`src/rtl/data_memory_stage_pkg.sv`:
```
// Shared MIPS datapath definitions used by the data-memory stage.
// Contents: MemSize encodings and the default data-memory depth.
package mips_pkg;

    localparam logic [1:0] SIZE_BYTE    = 2'b00;
    localparam logic [1:0] SIZE_HALF    = 2'b01;
    localparam logic [1:0] SIZE_WORD    = 2'b10;
    localparam logic [1:0] SIZE_ILLEGAL = 2'b11;

    localparam int DEFAULT_DMEM_DEPTH_LOG2 = 6;

endpackage

```
`src/rtl/data_memory_stage_if.sv`:
```
// Memory-stage request/response bundle between the datapath and data memory.
// master: drives MemWrite/MemRead/MemSize/MemUnsigned/Addr/WriteData/err_clr;
// slave: drives ReadData/misaligned/err_sticky/err_addr.
interface data_memory_stage_if;

    logic        MemWrite;
    logic        MemRead;
    logic [1:0]  MemSize;
    logic        MemUnsigned;
    logic [31:0] Addr;
    logic [31:0] WriteData;
    logic        err_clr;
    logic [31:0] ReadData;
    logic        misaligned;
    logic        err_sticky;
    logic [31:0] err_addr;

    modport master (
        output MemWrite, MemRead, MemSize, MemUnsigned,
        output Addr, WriteData, err_clr,
        input  ReadData, misaligned, err_sticky, err_addr
    );

    modport slave (
        input  MemWrite, MemRead, MemSize, MemUnsigned,
        input  Addr, WriteData, err_clr,
        output ReadData, misaligned, err_sticky, err_addr
    );

endinterface

```
`src/rtl/data_memory_stage_load_align_ext.sv`:
```
// Load aligner: picks the addressed byte/halfword out of a raw memory word
// and sign- or zero-extends it. Ports: i_word, i_lane, i_size, i_unsigned -> o_data.
module load_align_ext
    import mips_pkg::*;
(
    input  logic [31:0] i_word,
    input  logic [1:0]  i_lane,
    input  logic [1:0]  i_size,
    input  logic        i_unsigned,
    output logic [31:0] o_data
);

    logic [7:0]  w_byte;
    logic [15:0] w_half;

    assign w_byte = i_word[8*i_lane +: 8];
    assign w_half = i_lane[1] ? i_word[31:16] : i_word[15:0];

    always_comb begin
        o_data = '0;
        unique case (i_size)
            SIZE_BYTE: o_data = {{24{w_byte[7] & ~i_unsigned}}, w_byte};
            SIZE_HALF: o_data = {{16{w_half[15] & ~i_unsigned}}, w_half};
            SIZE_WORD: o_data = i_word;
            default:   o_data = '0;
        endcase
    end

endmodule

```
`src/rtl/data_memory_stage.sv`:
```
// Data-memory stage: little-endian byte/half/word RAM with combinational
// loads, lane-masked stores, misalignment detection and a sticky error record.
// Ports: clk, rst (async, active-high), bus (data_memory_stage_if.slave).
module data_memory_stage
    import mips_pkg::*;
#(
    parameter int DEPTH_LOG2 = DEFAULT_DMEM_DEPTH_LOG2
)(
    input  logic                 clk,
    input  logic                 rst,
    data_memory_stage_if.slave   bus
);

    localparam int WORDS = 1 << DEPTH_LOG2;

    logic [31:0]           r_mem [WORDS];
    logic                  r_err_sticky;
    logic [31:0]           r_err_addr;

    logic [DEPTH_LOG2-1:0] w_idx;
    logic                  w_access;
    logic                  w_mis;
    logic                  w_we;
    logic [3:0]            w_be;
    logic [31:0]           w_wdata;
    logic [31:0]           w_raw;
    logic [31:0]           w_ext;

    // Upper address bits are dropped here, so addresses wrap silently.
    assign w_idx    = bus.Addr[DEPTH_LOG2+1:2];
    assign w_access = bus.MemRead | bus.MemWrite;

    // Illegal size is flagged unconditionally so it never acts as a word.
    assign w_mis = w_access &
                   ((bus.MemSize == SIZE_ILLEGAL) |
                    ((bus.MemSize == SIZE_HALF) & bus.Addr[0]) |
                    ((bus.MemSize == SIZE_WORD) & (bus.Addr[1:0] != 2'b00)));

    assign w_we = bus.MemWrite & ~w_mis;

    // Store data is replicated across lanes; w_be picks which lanes land.
    always_comb begin
        w_be    = 4'b0000;
        w_wdata = bus.WriteData;
        unique case (bus.MemSize)
            SIZE_BYTE: begin
                w_be[bus.Addr[1:0]] = 1'b1;
                w_wdata = {4{bus.WriteData[7:0]}};
            end
            SIZE_HALF: begin
                w_be    = bus.Addr[1] ? 4'b1100 : 4'b0011;
                w_wdata = {2{bus.WriteData[15:0]}};
            end
            SIZE_WORD: w_be = 4'b1111;
            default:   w_be = 4'b0000;
        endcase
    end

    always_ff @(posedge clk or posedge rst) begin
        if (rst) begin
            for (int i = 0; i < WORDS; i++) begin
                r_mem[i] <= '0;
            end
        end else if (w_we) begin
            for (int k = 0; k < 4; k++) begin
                if (w_be[k]) begin
                    r_mem[w_idx][8*k +: 8] <= w_wdata[8*k +: 8];
                end
            end
        end
    end

    // A new error beats a same-cycle clear; only the first address is kept.
    always_ff @(posedge clk or posedge rst) begin
        if (rst) begin
            r_err_sticky <= 1'b0;
            r_err_addr   <= '0;
        end else if (w_mis) begin
            if (!r_err_sticky) begin
                r_err_sticky <= 1'b1;
                r_err_addr   <= bus.Addr;
            end
        end else if (bus.err_clr) begin
            r_err_sticky <= 1'b0;
            r_err_addr   <= '0;
        end
    end

    assign w_raw = r_mem[w_idx];

    load_align_ext u_load_align_ext (
        .i_word     (w_raw),
        .i_lane     (bus.Addr[1:0]),
        .i_size     (bus.MemSize),
        .i_unsigned (bus.MemUnsigned),
        .o_data     (w_ext)
    );

    assign bus.ReadData   = (bus.MemRead & ~w_mis) ? w_ext : 32'h0;
    assign bus.misaligned = w_mis;
    assign bus.err_sticky = r_err_sticky;
    assign bus.err_addr   = r_err_addr;

endmodule

```
`src/flat_wrapper.sv`:
```
// flat-port wrapper written by rule: the top's interface ports become plain ports
module data_memory_stage_flat import mips_pkg::*;
#(
    parameter int DEPTH_LOG2 = DEFAULT_DMEM_DEPTH_LOG2
)
  (clk, rst, bus_MemWrite, bus_MemRead, bus_MemSize, bus_MemUnsigned, bus_Addr, bus_WriteData, bus_err_clr, bus_ReadData, bus_misaligned, bus_err_sticky, bus_err_addr);
  data_memory_stage_if bus_i ();
  input  logic clk;
  input  logic rst;
  input wire logic [$bits(bus_i.MemWrite)-1:0] bus_MemWrite;
  input wire logic [$bits(bus_i.MemRead)-1:0] bus_MemRead;
  input wire logic [$bits(bus_i.MemSize)-1:0] bus_MemSize;
  input wire logic [$bits(bus_i.MemUnsigned)-1:0] bus_MemUnsigned;
  input wire logic [$bits(bus_i.Addr)-1:0] bus_Addr;
  input wire logic [$bits(bus_i.WriteData)-1:0] bus_WriteData;
  input wire logic [$bits(bus_i.err_clr)-1:0] bus_err_clr;
  output wire logic [$bits(bus_i.ReadData)-1:0] bus_ReadData;
  output wire logic [$bits(bus_i.misaligned)-1:0] bus_misaligned;
  output wire logic [$bits(bus_i.err_sticky)-1:0] bus_err_sticky;
  output wire logic [$bits(bus_i.err_addr)-1:0] bus_err_addr;
  assign bus_i.MemWrite = bus_MemWrite;
  assign bus_i.MemRead = bus_MemRead;
  assign bus_i.MemSize = bus_MemSize;
  assign bus_i.MemUnsigned = bus_MemUnsigned;
  assign bus_i.Addr = bus_Addr;
  assign bus_i.WriteData = bus_WriteData;
  assign bus_i.err_clr = bus_err_clr;
  assign bus_ReadData = bus_i.ReadData;
  assign bus_misaligned = bus_i.misaligned;
  assign bus_err_sticky = bus_i.err_sticky;
  assign bus_err_addr = bus_i.err_addr;
  data_memory_stage #(.DEPTH_LOG2(DEPTH_LOG2)) u_core (.clk(clk), .rst(rst), .bus(bus_i));
endmodule
```
`config.mk`:
```
export PLATFORM = sky130hd
export DESIGN_NAME = data_memory_stage_flat
export DESIGN_NICKNAME = d
export VERILOG_FILES = /design/src/rtl/data_memory_stage_pkg.sv /design/src/rtl/data_memory_stage_if.sv /design/src/rtl/data_memory_stage_load_align_ext.sv /design/src/rtl/data_memory_stage.sv /design/src/flat_wrapper.sv
export SDC_FILE = /design/constraint.sdc
export NUM_CORES = 2
export LEC_CHECK = 0
export ABC_AREA = 0
export CAP_MARGIN = 20
export CORE_MARGIN = 2
export CORE_UTILIZATION = 53
export DETAILED_ROUTE_END_ITERATION = 7
export HOLD_SLACK_MARGIN = 0.12
export PLACE_DENSITY = 0.79
export SLEW_MARGIN = 20
export SYNTH_ARGS = -nofsm -noshare
export SYNTH_HDL_FRONTEND = slang
export SYNTH_HIERARCHICAL = 1
export SYNTH_SLANG_ARGS = --single-unit
```
`constraint.sdc`:
```
create_clock -name clk -period 121.4 [get_ports clk]
set_clock_uncertainty 0.2 [all_clocks]
set_input_delay 36.42 -clock clk [delete_from_list [all_inputs] [get_ports clk]]
set_output_delay 36.42 -clock clk [all_outputs]
set_load 0.01 [all_outputs]
```
==> summary.md <==
| Metric | Value |
|---|---|
| Status | `finished, violations left` |
| Failing checks | `DRC` |
| Post-route antenna net violation count | `0` |
| CP max stage cell | `buf_4` |
| Sequential power share | `0.485` |
| Hold path cells | `2` |
| I/O pins | `between 100 and 150` |
| Hold path endpoint | `u_core/r_mem[1171]` |
| Maxcap violations | `0` |
| Slew @ Worst Pin | `1.347 ns` |
| Most used cell, CP | `buf_4` |
| Sequential Area | `52070 um^2` |
| Final min period | `~80 ns` |
| Max Buffers Root-to-Sink | `3` |
| Gate power share | `0.092` |
| Layout cells sized above 1 | `0.2653` |
| CP Depth | `14` |
| Die H | `roughly 430 um` |
| Initial DRC count | `8108` |
| Clk_lat worst skew | `0.85 ns` |
| CTS tree | `built` |
| H-tree levels | `4` |
| FF-to-FF End | `u_core/bus.err_addr[8]` |
| Synth cell types | `65` |
| Worst path max stage delay | `around 0.86 ns` |
| Final hold violation count | `0` |
| R2R Path Start | `u_core/bus.err_sticky` |
| Ys async rst share | `1.000` |
| Syn Std Cell Area | `93990 um^2` |
| CTS Sinks | `approximately 2100` |
| Sw power | `between 300 and 400 uW` |
| Setup TNS | `0 ns` |
| Seq/Total Area, Yosys | `0.5541` |
| Critical path launch point type | `input pin` |
| Crit-path leading delay family | `buffers and inverters` |
| Width of the die | `between 400 and 500 um` |
| Filler cells | `13250` |
| Max Fclk | `12.53 MHz` |
| Gr usage total | `0.3029` |
| Placeable Area | `176100 um^2` |
| Post-synth top area cell | `dfrtp_1` |
| Routed wire length | `273500 um` |
| Synthesis-to-layout area growth | `10.66%` |
| Tot Pwr | `1.545 mW` |
| Number of remaining DRC errors | `1` |
| Global-route wire length before repair | `414000 um` |
| 1st-pass router iterations | `8` |
| Avg WL per Cell | `between 20 and 30 um` |
| Worst min-delay path class | `reg2reg` |
| Critical Path, Cell by Cell | `buf_8 -> buf_12 -> buf_4 -> buf_4 -> mux4_2 -> mux2i_1 -> o22ai_1 -> nor2_1 -> o2111ai_1 -> mux2_2 -> a22oi_1 -> o21ai_1 -> and3_1 -> clkdlybuf4s50_1` |
| DP Worst Slack | `41.80 ns` |
| R2r setup slk | `around 120 ns` |
| Cells after Synth | `about 7600` |
| # rows | `154` |
| RSZ-0062 raised after global routing | `false` |
| Worst-path clk slew | `0.06 ns` |
| Initial antenna violation count | `9` |
| Internal | `1.158 mW` |
| Slew margin rel. | `0.09895` |
| Top cells by area, synth | `dfrtp_1 55%, mux2_2 12%, mux4_2 7.8%` |
| Yosys reg bits | `2081` |
| Hold Buf Count CTS | `0` |
| Switch share | `0.2507` |
| WP data required | `84.78 ns` |
| CP Buf/Inv Count | `5` |
| Total die area | `180700 um^2` |
| Fin crit share | `0.6572` |
| Count of pins over their slew limit | `0` |
| Min-delay src | `u_core/r_mem[1171]` |
| Area of the multi-input gates | `roughly 40000 um^2` |
| Synth Area per Inst | `12.41 um^2` |
| Gpl congestion | `0.9777` |
| Synth top area share | `0.5541` |
| Lkg Pwr | `48.59 nW` |
| Critical Path Fanout Max | `91` |
| Number of I/O port buffers | `137` |
| Critical path class | `in2out` |
| DP HPWL | `171100 um` |
| Syn Nets | `7647` |
| Final Setup Violations | `0` |
| Vias per cell | `6.583` |
| Yosys warning count | `6` |
| Resized Gates After CTS | `0` |
| CTS Buf Count | `202` |
| Pwr Density | `14.86 nW/um^2` |
| Commonest cells after routing, fill and taps aside | `2081 x dfrtp_1, 1006 x mux2_2, 675 x nand2_1, 611 x nor2_1, 529 x a21oi_1` |
| Final WS setup | `around 42 ns` |
| Number of flops mapped to enable cells by yosys | `0` |
| Total grt overflow | `0` |
| Clock Tree Root | `clkbuf_16` |
| Vias in the first global route | `between 60000 and 70000` |
| Initial Util | `0.5337` |
| Most used DFF post-synth | `dfrtp_1` |
| Fin nets | `7502` |
| R2R depth | `4` |
| Clock power frac | `0.423` |
| Largest net degree at the start of global routing | `170` |
| Peak supply drop | `0.01787 mV` |
| Worst EP arrival | `43.16 ns` |
| Commonest non-fill, non-tap cell in the layout | `dfrtp_1` |
| Vias | `roughly 66000` |
| Setup Fix Bufs, Post-CTS | `0` |
| CP Capture Type | `primary output` |
-- tightest hold or removal path, cell delays in order (launching register included) --
cell and delay [ns]:
dfrtp_1 0.34, nand2_1 0.04, o21ai_0 0.06
-- cells by family (layout without fill, tap and decap cells) --
| group | count (synthesis) | after routing | synth area share |
|---|---|---|---|
| flops | 2081 | 2081 | 0.5541 |
| simple gates | 1543 | 1543 | 0.07586 |
| other cells | 0 | 4 | 0 |
| buf+inv | 646 | 677 | 0.03203 |
| compound gates | 1692 | 1692 | 0.1082 |
| mux | 1612 | 1612 | 0.2297 |
| xor+xnor | 1 | 1 | 0.00009321 |
-- worst max-delay path by stage --
| stage | from | to | slack (ns) |
|---|---|---|---|
| after floorplan | rst | u_core/bus.err_addr[0] | 25.99 |
| after global placement | bus_Addr[2] | bus_ReadData[8] | 41.81 |
| after detailed placement | bus_Addr[2] | bus_ReadData[28] | 41.80 |
| after CTS | bus_Addr[2] | bus_ReadData[8] | 41.76 |
| after global routing | bus_Addr[2] | bus_ReadData[28] | 41.32 |
| final | bus_Addr[2] | bus_ReadData[8] | 41.62 |
-- metal layers --
metal  up-vias  wire, um  part of all wire  global-route usage
met5         -        83           0.00030                   0
met4         8     21440             0.078              0.2074
met3       945     27050             0.099             0.08289
met2      3477    125100              0.46              0.4551
met1     33780     99800              0.36              0.3842
li1      27290         -                 -                   -
-- sequential cells by signal (all words and copies together), names as in the netlist --
register and cells:
u_core/r_mem 2048, u_core/bus.err_sticky 1, u_core/bus.err_addr 32
-- stage by stage --
step	instances	utilization	hold WS [ns]	area (um^2)
floorplan	7575	-	0.2446	93990
global placement	9562	0.5499	0.2560	96840
detailed placement	9563	0.5500	0.2649	96860
CTS	9943	0.5897	0.2790	103900
global route	9946	0.5905	0.2934	104000
finish	9950	0.5905	0.2757	104000
-- cell type report --
cell class,count,share of cell area
sequential,2081,0.5007
multi-input combinational,4848,0.3780
clock buffer,315,0.05857
tap,2340,0.02815
timing repair buffer,287,0.02526
clock inverter,65,0.008686
inverter,10,0.0005053
antenna,4,0.00009625
-- Yosys cell counts (59+ instances only) --
cell type	instances
mux2_2	1006
a22oi_1	175
mux2i_1	238
o211ai_1	59
nand2_2	60
dfrtp_1	2081
nand2_1	675
buf_2	198
mux4_2	326
nor2_1	620
a221oi_1	170
o22ai_1	93
clkbuf_1	354
o21ai_0	524
a21oi_1	530
nor3_4	61
-- power groups by stage --
| stage | clock, mW | combinational (mW) | sequential [mW] |
|---|---|---|---|
| 5_1_grt | 0.689 | 0.153 | 0.752 |
| 3_3_place_gp | 0 | 0.135 | 0.758 |
| 6_report | 0.654 | 0.143 | 0.749 |
| 4_1_cts | 0.659 | 0.140 | 0.748 |
| 3_5_place_dp | 0 | 0.139 | 0.760 |
| 2_1_floorplan | 0 | 0.0955 | 0.759 |
No activity file was read; power rests on OpenSTA's default activity.
